$ cat src/rtl/controlador_registrador_pkg.sv
// Shared definitions for the shift-register sequencer: FSM state encoding and default word length.
package controlador_registrador_pkg;

    localparam int DEFAULT_WIDTH = 4;

    typedef enum logic [1:0] {
        ST_IDLE  = 2'd0,
        ST_LOAD  = 2'd1,
        ST_SHIFT = 2'd2,
        ST_DONE  = 2'd3
    } state_e;

endpackage

$ cat src/rtl/controlador_registrador_arbitro_rr2.sv
// Combinational two-way round-robin pick: a lone request wins outright,
// a tie goes to the requester that was not served last.
module arbitro_rr2
    import controlador_registrador_pkg::*;
(
    input  logic req0_i,
    input  logic req1_i,
    input  logic last_id_i,
    output logic any_o,
    output logic win_id_o
);

    always_comb begin
        any_o    = req0_i | req1_i;
        win_id_o = (req0_i & req1_i) ? ~last_id_i : req1_i;
    end

endmodule

$ cat src/rtl/controlador_registrador.sv
// Arbitrates two word requesters and streams the granted word serially into an
// external shift register: clear, WIDTH enabled shifts, then a done pulse.
module controlador_registrador
    import controlador_registrador_pkg::*;
#(
    parameter int WIDTH     = DEFAULT_WIDTH,
    parameter bit MSB_FIRST = 1'b1
) (
    input  logic             clk,
    input  logic             rst_n,
    input  logic             req0_i,
    input  logic [WIDTH-1:0] data0_i,
    input  logic             req1_i,
    input  logic [WIDTH-1:0] data1_i,
    output logic             gnt0_o,
    output logic             gnt1_o,
    output logic             sr_clr_o,
    output logic             sr_en_o,
    output logic             sr_in_o,
    output logic             busy_o,
    output logic             done_o,
    output logic             done_id_o
);

    localparam int CW = (WIDTH > 1) ? $clog2(WIDTH) : 1;
    localparam logic [CW-1:0] CNT_LAST = CW'(WIDTH - 1);

    state_e           state_q, state_d;
    logic [CW-1:0]    cnt_q, cnt_d;
    logic [WIDTH-1:0] word_q, word_d;
    logic             id_q, id_d;
    logic             last_id_q, last_id_d;

    logic             arb_any;
    logic             arb_win_id;
    logic [CW-1:0]    bit_idx;

    arbitro_rr2 u_arbitro (
        .req0_i   (req0_i),
        .req1_i   (req1_i),
        .last_id_i(last_id_q),
        .any_o    (arb_any),
        .win_id_o (arb_win_id)
    );

    always_ff @(posedge clk or negedge rst_n) begin
        if (!rst_n) begin
            state_q   <= ST_IDLE;
            cnt_q     <= '0;
            word_q    <= '0;
            id_q      <= 1'b0;
            last_id_q <= 1'b1;
        end else begin
            state_q   <= state_d;
            cnt_q     <= cnt_d;
            word_q    <= word_d;
            id_q      <= id_d;
            last_id_q <= last_id_d;
        end
    end

    // The counter runs WIDTH-1 down to 0; MSB-first uses it directly as the bit index.
    always_comb begin
        bit_idx = MSB_FIRST ? cnt_q : (CNT_LAST - cnt_q);
    end

    always_comb begin
        state_d   = state_q;
        cnt_d     = cnt_q;
        word_d    = word_q;
        id_d      = id_q;
        last_id_d = last_id_q;

        gnt0_o    = 1'b0;
        gnt1_o    = 1'b0;
        sr_clr_o  = 1'b0;
        sr_en_o   = 1'b0;
        sr_in_o   = 1'b0;
        busy_o    = 1'b1;
        done_o    = 1'b0;
        done_id_o = 1'b0;

        unique case (state_q)
            ST_IDLE: begin
                busy_o = 1'b0;
                if (arb_any) begin
                    word_d  = arb_win_id ? data1_i : data0_i;
                    id_d    = arb_win_id;
                    state_d = ST_LOAD;
                end
            end
            ST_LOAD: begin
                gnt0_o   = ~id_q;
                gnt1_o   = id_q;
                sr_clr_o = 1'b1;
                cnt_d    = CNT_LAST;
                state_d  = ST_SHIFT;
            end
            ST_SHIFT: begin
                sr_en_o = 1'b1;
                sr_in_o = word_q[bit_idx];
                if (cnt_q == '0) begin
                    state_d = ST_DONE;
                end else begin
                    cnt_d = cnt_q - 1'b1;
                end
            end
            ST_DONE: begin
                done_o    = 1'b1;
                done_id_o = id_q;
                last_id_d = id_q;
                state_d   = ST_IDLE;
            end
            default: begin
                state_d = ST_IDLE;
            end
        endcase
    end

endmodule
$ cat config.mk
export PLATFORM = sky130hd
export DESIGN_NAME = controlador_registrador
export DESIGN_NICKNAME = d
export VERILOG_FILES = /design/src/rtl/controlador_registrador_pkg.sv /design/src/rtl/controlador_registrador_arbitro_rr2.sv /design/src/rtl/controlador_registrador.sv
export SDC_FILE = /design/constraint.sdc
export NUM_CORES = 1
export LEC_CHECK = 0
export BUFFER_PORTS_ARGS = -buffer_cell sky130_fd_sc_hd__buf_2
export CORE_MARGIN = 1.5
export CORE_UTILIZATION = 35
export DETAILED_ROUTE_END_ITERATION = 7
export PLACE_DENSITY_LB_ADDON = 0.12
export SETUP_SLACK_MARGIN = 0.15
export SLEW_MARGIN = 20
export SYNTH_ARGS = -nofsm -noshare
export SYNTH_HDL_FRONTEND = slang
export SYNTH_SLANG_ARGS = --single-unit
$ cat constraint.sdc
create_clock -name clk -period 1.6 [get_ports clk]
set_input_delay 0 -clock clk [delete_from_list [all_inputs] [get_ports clk]]
set_output_delay 0 -clock clk [all_outputs]
set_load 0.005 [all_outputs]
# Yosys cells after proc, flatten, opt, wreduce, memory -nomap -nowiden
# Index checks and enable logic that the tools add are counted.
[classes] n_addsub=1 n_eq_ne=6 muxes=17 n_bitwise=4 reduce_logical=6 order_cmp=1
[ops] cell="$mux 1" count=10
[ops] cell="$pmux 2 s4" count=1
[ops] cell="$mux 2" count=3
[ops] cell="$ne 2x2->1 const B" count=3
[ops] cell="$reduce_and 2->1" count=3
[ops] cell="$eq 2x2->1 const B" count=2
[ops] cell="$logic_not 2->1" count=2
[ops] cell="$mux 4" count=1
[ops] cell="$pmux 2 s2" count=1
[ops] cell="$lt 2x3->1 const B" count=1
[ops] cell="$bmux 1 s2" count=1
[ops] cell="$eq 2x1->1 const B" count=1
[ops] cell="$not 1->1" count=2
[ops] cell="$reduce_bool 2->1" count=1
[ops] cell="$sub 2x1->2 const B" count=1
[ops] cell="$and 1x1->1" count=1
[ops] cell="$or 1x1->1" count=1
[word_totals] wordCells=40 out_inout_bits=8 register_bits=10

# Depth between registers and ports, before layout
# Gate-level depths: netlist of the first run.
[logic_depth] word_depth=3 ltp_mapped=6 depth_no_buf=5

# Cells and area by module
# From an unflattened synthesis of the first run, not the netlist that was laid out.
[unflattened] cells_unflattened=56 area_unflattened_um2=608.1
[by_module_without_submodules] module="controlador_registrador" cells_each=54 area_each_um2=594.3 seq_area_each_um2=251.5 n_inst=1
[by_module_without_submodules] module="arbitro_rr2" cells_each=2 area_each_um2=13.8 seq_area_each_um2=0.0 n_inst=1

# Least setup slack after synthesis of the first run
# OpenSTA, ideal clock, no wires.
[synth_timing] path_type="reg-to-reg" start="register state_q[0]" end="register state_q[1]" path_stages_with_launch=6 synth_period_minus_slack_ps=1453 t_arrival_ps=1329 setup_time_ps=125 path_slack_ps=147 n_path_buf=0 path_cell_list="dfrtp_1 inv_1 ha_1 nor3b_2 a21oi_1 mux2_2"
[synth_between] elab_chain_cells=3 word_cells_on_any_way=8 cone_classes="5 x eq/ne; 1 x mux; 2 x reduce/logical"
[synth_lines] element="from (decl)" line_no="controlador_registrador.sv:28" source="state_e state_q, state_d;"
[synth_lines] element="from (signal assigned)" line_no="controlador_registrador.sv:54" source="state_q <= state_d;"
[synth_lines] element="$eq 2x2->1 / $logic_not 2->1 (equally long branches)" line_no="controlador_registrador.sv:83" source="unique case (state_q)"
[synth_lines] element="$ne 2x2->1 (no source line)"
[synth_lines] element="$reduce_and 2->1 (no source line)"
# Several ways; a longest one is shown, not always the timed one.
# A chain may end at the register's enable or synchronous reset.

# Final worst setup path of the first run
[layout_timing] start="register state_q[0]" end="register cnt_q[0] (netlist: bit_idx[0])"
[layout_between] elab_chain_cells=3 word_cells_on_any_way=6 cone_classes="3 x eq/ne; 1 x mux; 2 x reduce/logical"
[layout_lines] element="$eq 2x2->1 / $eq 2x1->1 (equally long branches)" line_no="controlador_registrador.sv:83"
[layout_lines] element="$ne 2x2->1 (no source line) / $reduce_bool 2->1 (equally long branches)"
[layout_lines] element="$reduce_and 2->1 (no source line)"
[layout_lines] element="to (signal assigned)" line_no="controlador_registrador.sv:55" source="cnt_q <= cnt_d;"
[layout_lines] element="to (decl)" line_no="controlador_registrador.sv:29" source="logic [CW-1:0] cnt_q, cnt_d;"
# Several ways; a longest one is shown, not always the timed one.

==> summary.md, run 1 <==
| Metric | Value |
|---|---|
| Cells on worst reg2reg path | `4` |
| Final period utilization | `87.89%` |
| DRT iter0 DRCs | `2` |
| Hold Path Cell Cnt | `3` |
| TritonCTS clock tree | `done` |
| Setup tns final | `0 ps` |
| Max Clk Rate | `between 700 and 800 MHz` |
| PD cells | `1845 nW/um^2` |
| Die ar. | `~2000 sq um` |
| Area delta synth->final | `33.87%` |
| Final setup vio count | `0` |
| Max Cap Viol | `0` |
| Fin. Hold Viols | `0` |
| Share of total power in the clock network | `between 10% and 20%` |
| P_leak | `0.0004124 uW` |
| Number of global-route vias before repair | `between 400 and 500` |
| Sw Ratio | `35.15%` |
| Switching power total | `535.7 uW` |
| CP Data Required Time | `1750 ps` |
| Yosys reg bits | `10` |
| Comb pwr share | `53.9%` |
| Worst skew pair latency | `between 200 and 300 ps` |
| 1st-pass router iterations | `3` |
| Routed Antenna Nets | `0` |
| Int Power | `988.2 uW` |
| Worst r2r src | `state_q[0]$_DFFE_PN0P_` |
| Hold WC Path Type | `in2reg` |
| # DRC | `0` |
| Netlist cell types | `19` |
| Most common cell after layout, fill and taps aside | `buf_2` |
| Crit path launch type | `flop` |
| Count of input and output buffers | `19` |
| Flop pwr share | `31.0%` |
| Post-Syn Nets | `between 70 and 80` |
| Worst Clk Skew | `3.074 ps` |
| Initial cell density of the core | `39.13%` |
| Routability cong. | `0.6921` |
| Commonest non-fill, non-tap cells in the layout | `18 x buf_2, 9 x dfrtp_1, 6 x inv_1` |
| Syn_area_per_cell | `11.02 sq um` |
| Total GRT Usage | `14.75%` |
| Wirelength per Cell | `roughly 12 microns` |
| Seq/Total Area, Yosys | `40.77%` |
| Hold Path End | `word_q[3]$_DFFE_PN0P_` |
| Hold path startpoint | `data0_i[3]` |
| Root buffer cell | `clkbuf_4` |
| Clk sinks | `10` |
| Crit path DAT | `around 1600 ps` |
| Initial antenna violation count | `0` |
| Share of layout cells above drive strength 1 | `48.78%` |
| Worst slew margin | `around four fifths` |
| WS Path Type | `reg2reg` |
| Worst VDD drop | `0.0006889 V` |
| Die height | `44.98 microns` |
| Vias post-DR | `480` |
| Worst reg-to-reg setup slack | `190 ps` |
| Final core utilization | `between 50% and 60%` |
| H-tree Lvls | `1` |
| Final min period | `1406 ps` |
| Core Region | `~1600 sq um` |
| RSZ-0062 raised after global routing | `yes` |
| GR Util met3 | `7.600%` |
| Worst-Margin Slew | `293.6 ps` |
| Row cnt | `14` |
| GR Util met1 | `16.24%` |
| Deepest clock path buffer count | `2` |
| Critical path fanouts, max | `4` |
| Gr busiest metal | `met2` |
| Worst Setup End Kind | `flop` |
| Avg Vias per Cell | `4.898` |
| Clock Pin Slew Worst Setup and Hold Paths | `approximately 70 ps` |
| Ports | `20` |
| First-pass GRT wire length | `2014 microns` |
| Cells after Synth | `56` |
| Hold_ws | `27.46 ps` |
| Mapped Area | `616.8 sq um` |
| Die width | `44.98 microns` |
| GR Overflow Total | `0` |
| Largest net degree at the start of global routing | `11` |
| Grt met2 use | `23.43%` |
| RR Endpoint | `bit_idx[0]$_DFFE_PN0P_` |
| Status | `completed` |
| DP Wirelength | `908.5 microns` |
| Diode count | `0` |
| Final Max Tran Viols | `0` |
| Total wire length | `around 1200 microns` |
| Synthesis Warnings | `0` |
| CTS buffer count | `3` |
| Nets | `102` |
[metal layers]
layer  vias to the layer above  routed length, microns
li1                        240                       -
met1                       220                     510
met2                        18                     555
met3                         2                      81
met4                         0                      17
met5                         -                       0
[stage by stage]
stage                     setup slack, ps  total power (uW)  instances  area [sq um]
after global placement              91.94              1163         90         726.9
after detailed placement            53.22              1174         90         726.9
final                               193.8              1524         98         825.8
after floorplan                     165.1             972.3         56         616.8
after CTS                           156.8              1473         98         799.5
after global routing                130.5              1669         98         825.8
[cells by family after synthesis]
group / synth area share, %
and+or+nand+nor: 10.55
AOI/OAI and AO/OA: 11.97
DFF: 40.77
muxes: 17.44
buffers and inverters: 5.071
adders and majority gates: 14.20
[cell type report]
type | instances | area, sq um
Tap cell | 16 | 20.02
Inverter | 7 | 26.28
Clock buffer | 4 | 36.28
Fill cell | 157 | 750.7
Multi-Input combinational cell | 38 | 357.8
Sequential cell | 10 | 251.5
Timing Repair Buffer | 23 | 133.9
[cells in the mapped netlist]
master,instances,share of area (%)
inv_1,7,4.3
a21boi_4,1,3.0
a21oi_1,5,4.1
nor2b_1,1,1.0
dfrtp_1,9,37
ha_1,7,14
mux2i_1,4,6.5
buf_2,1,0.81
dfstp_2,1,4.3
nand3_1,1,0.81
mux2_2,4,7.3
nor3b_2,1,2.0
o21ai_0,1,0.81
o32a_1,1,1.6
nand2_1,2,1.2
nor2_1,4,2.4
and2_1,3,3.0
o21a_1,2,2.4
mux4_2,1,3.7
[how the worst max path moves through the flow]
stage / endpoint / slack (ps) / cells after the start / start
2_1_floorplan: state_q[1]$_DFFE_PN0P_ / 170 / 5 / state_q[1]$_DFFE_PN0P_
3_5_place_dp: state_q[1]$_DFFE_PN0P_ / 50 / 5 / state_q[1]$_DFFE_PN0P_
4_1_cts: bit_idx[0]$_DFFE_PN0P_ / 160 / 4 / state_q[0]$_DFFE_PN0P_
6_report: bit_idx[0]$_DFFE_PN0P_ / 190 / 4 / state_q[0]$_DFFE_PN0P_
3_3_place_gp: state_q[1]$_DFFE_PN0P_ / 90 / 5 / state_q[1]$_DFFE_PN0P_
5_1_grt: state_q[1]$_DFFE_PN0P_ / 130 / 5 / state_q[0]$_DFFE_PN0P_
[power groups by stage]
stage	combinational (uW)	sequential, uW	clock [uW]
global route	920	494	256
floorplan	503	470	0
global placement	673	491	0
CTS	759	473	240
finish	822	472	229
detailed placement	675	499	0
[timing repair]
item,in CTS,in global routing
setup endpoints to repair,3,3
buffers inserted,3,0
endpoints found under the hold margin,10,0
resized for setup,1,6
hold buffers,1,0
pin swaps,0,1
[worst max-delay path, stage by stage, from the launching register on]
cell and delay, ps:
dfrtp_1 390, buf_4 150, ha_2 200, mux2_2 280, mux2_2 270
[flip-flops by register name, indices dropped and copies added, names as in the netlist]
name       flops
id_q           1
word_q         4
bit_idx        2
state_q        2
last_id_q      1
Power figures use the tool's default switching activity.
==> inputs of run 2 (changes only) <==
--- a/config.mk
+++ b/config.mk
@@ -9,7 +9,7 @@
 export CORE_MARGIN = 1.5
 export CORE_UTILIZATION = 35
 export DETAILED_ROUTE_END_ITERATION = 7
-export PLACE_DENSITY_LB_ADDON = 0.12
+export PLACE_DENSITY = 0.63
 export SETUP_SLACK_MARGIN = 0.15
 export SLEW_MARGIN = 20
 export SYNTH_ARGS = -nofsm -noshare
==> run 2 against run 1 <==
Core utilization down 1.2 points. Design area shrank 2.3%. Hold slack better by 3.6 ps. Fmax decreased by 0.77%.
==> summary.md, run 2 (synthesis gave the netlist of run 1 again) <==
| Metric | Value |
|---|---|
| Status | `completed (unchanged)` |
| Largest register FFs | `4 (unchanged)` |
| Worst skew pair latency | `260 ps (was 270 ps)` |
| H-tree Lvls | `1 (unchanged)` |
| Switching power total | `514.2 uW (was 535.7 uW)` |
| Worst Setup End Kind | `flop (unchanged)` |
| Clk sinks | `10 (unchanged)` |
| Commonest non-fill, non-tap cells in the layout | `19 x buf_2, 9 x dfrtp_1, 6 x inv_1 (was 18 x buf_2, 9 x dfrtp_1, 6 x inv_1)` |
| Wirelength per Cell | `11.70 microns (was 11.88 microns)` |
| Crit-path most repeated cell | `mux2_2 (unchanged)` |
| Share of layout cells above drive strength 1 | `48.19% (was 48.78%)` |
| Largest reg by FF count | `word_q (unchanged)` |
| Clock Pin Slew Worst Setup and Hold Paths | `60 ps (was 70 ps)` |
| GR Overflow Total | `0 (unchanged)` |
| Share of total power in the clock network | `12.5% (was 15.1%)` |
| P_leak | `0.0004080 uW (was 0.0004124 uW)` |
| Vias post-DR | `477 (was 480)` |
| Area delta synth->final | `30.83% (was 33.87%)` |
| First-pass GRT wire length | `1849 microns (was 2014 microns)` |
| Crit path launch type | `flop (unchanged)` |
| Post-route insts no fill | `99 (was 98)` |
| Critical path fanouts, max | `4 (unchanged)` |
| Die width | `44.98 microns (unchanged)` |
| Setup tns final | `0 ps (unchanged)` |
| Placed cells | `90 (unchanged)` |
| TritonCTS clock tree | `done (unchanged)` |
| Root buffer cell | `clkbuf_4 (unchanged)` |
| Max Clk Rate | `705.7 MHz (was 711.1 MHz)` |
| Worst VDD drop | `0.0007728 V (was 0.0006889 V)` |
| Int Power | `931.4 uW (was 988.2 uW)` |
| PD cells | `1791 nW/um^2 (was 1845 nW/um^2)` |
| Core Region | `1577 sq um (unchanged)` |
| RSZ-0062 raised after global routing | `yes (unchanged)` |
| Row cnt | `14 (unchanged)` |
| Ports | `20 (unchanged)` |
| Final Max Tran Viols | `0 (unchanged)` |
| Slowest library cell on the worst path | `dfrtp_1 (unchanged)` |
| CTS buffer count | `3 (unchanged)` |
| Worst slew margin | `81.97% (was 80.42%)` |
| Initial cell density of the core | `39.13% (unchanged)` |
| Comb pwr share | `54.9% (was 53.9%)` |
| WP buf/inv | `1 (unchanged)` |
| Fin. Hold Viols | `0 (unchanged)` |
| Number of global-route vias before repair | `439 (was 461)` |
| Worst Clk Skew | `1.160 ps (was 3.074 ps)` |
| Total wire length | `1158 microns (was 1164 microns)` |
| # DRC | `0 (unchanged)` |
| Crit-path cells | `inv_2 -> ha_2 -> mux2_2 -> mux2_2 (was buf_4 -> ha_2 -> mux2_2 -> mux2_2)` |
| Final min period | `1417 ps (was 1406 ps)` |
| Final period utilization | `88.57% (was 87.89%)` |
| Crit path DAT | `1570 ps (was 1560 ps)` |
| Hold WC Path Type | `in2reg (unchanged)` |
| Deepest clock path buffer count | `2 (unchanged)` |
| Total GRT Usage | `13.03% (was 14.75%)` |
| Count of input and output buffers | `19 (unchanged)` |
| Diode count | `0 (unchanged)` |
| Die ar. | `2023 sq um (unchanged)` |
| Largest net degree at the start of global routing | `11 (unchanged)` |
| Sw Ratio | `35.57% (was 35.15%)` |
| Largest stage delay, worst path | `380 ps (was 390 ps)` |
| Routed Antenna Nets | `0 (unchanged)` |
| 1st-pass router iterations | `3 (unchanged)` |
| CP top delay family | `multiplexers (unchanged)` |
| DRT iter0 DRCs | `5 (was 2)` |
| Die height | `44.98 microns (unchanged)` |
| Initial antenna violation count | `0 (unchanged)` |
| Most common cell after layout, fill and taps aside | `buf_2 (unchanged)` |
| DP Wirelength | `855.1 microns (was 908.5 microns)` |
| Flop pwr share | `32.6% (was 31.0%)` |
| WS Path Type | `reg2reg (unchanged)` |
| Fillcell total | `162 (was 157)` |
| Final setup vio count | `0 (unchanged)` |
| Worst-Margin Slew | `270.5 ps (was 293.6 ps)` |
| Max Cap Viol | `0 (unchanged)` |
| Avg Vias per Cell | `4.818 (was 4.898)` |
| Nets | `103 (was 102)` |
| CP Data Required Time | `1750 ps (about the same)` |
| Routability cong. | `0.7117 (was 0.6921)` |
-- run 2: cell count changes in the layout (fill, tap and decap cells not counted) --
cell and delta:
buf_2 +1, ha_2 +1, clkbuf_8 -1, buf_4 +1, clkbuf_1 +1, ha_4 -1
buf_6 -1
-- run 2: area by class of cell --
class	count	area, sq um	area share, %
Clock buffer	4	26.28	3.256
Inverter	7	26.28	3.256
Multi-Input combinational cell	38	347.8	43.10
Sequential cell	10	251.5	31.16
Tap cell	16	20.02	2.481
Timing Repair Buffer	24	135.1	16.74
-- run 2: path summary, 6_finish.rpt --
path / start / endpoint / slack [ps] / cells after the start
max: state_q[0]$_DFFE_PN0P_ / bit_idx[0]$_DFFE_PN0P_ / 180 / 4
min: data0_i[2] / word_q[2]$_DFFE_PN0P_ / 30 / 3
max reg2reg: state_q[0]$_DFFE_PN0P_ / bit_idx[0]$_DFFE_PN0P_ / 180 / 4
min reg2reg: word_q[3]$_DFFE_PN0P_ / word_q[3]$_DFFE_PN0P_ / 520 / 2
max in group asynchronous: rst_n / last_id_q$_DFFE_PN1N_ / 1220 / 2
min in group asynchronous: rst_n / state_q[1]$_DFFE_PN0P_ / 120 / 2
-- run 2: metal layers --
layer | GRT usage [%] | routed length (microns)
met5 | 0 | 0
met4 | 3.529 | 0
met3 | 6.000 | 77
met2 | 21.71 | 558
met1 | 15.05 | 522
-- run 2: power groups by stage --
stage               combinational [uW]  clock [uW]  sequential, uW
finish                             794         180             471
floorplan                          503           0             470
global route                       905         198             482
global placement                   663           0             491
CTS                                760         188             472
detailed placement                 674           0             496
-- run 2: through the flow --
step	total power [uW]	area (sq um)	hold slack (ps)	utilization, %	setup slack (ps)
after detailed placement	1170	726.9	-124.9	46.11	47.74
after floorplan	972.3	616.8	-295.6	-	165.1
final	1446	807.0	31.09	51.19	182.9
after global placement	1153	726.9	-130.0	46.11	109.6
after CTS	1420	789.5	26.50	50.08	165.6
after global routing	1585	807.0	34.89	51.19	124.0
-- run 2: repair_timing --
item / in CTS / in global routing
pin swaps: 1 / 0
hold buffers: 1 / 0
setup endpoints to repair: 3 / 3
resized for setup: 1 / 4
setup buffers: 3 / 1
endpoints found under the hold margin: 10 / 0
-- run 2: worst min-delay path, delay by kind of cell --
| kind | cells | cell delay (ps) |
|---|---|---|
| AOI/OAI and AO/OA | 1 | 130 |
| buffers and inverters | 1 | 70 |
| muxes | 1 | 50 |
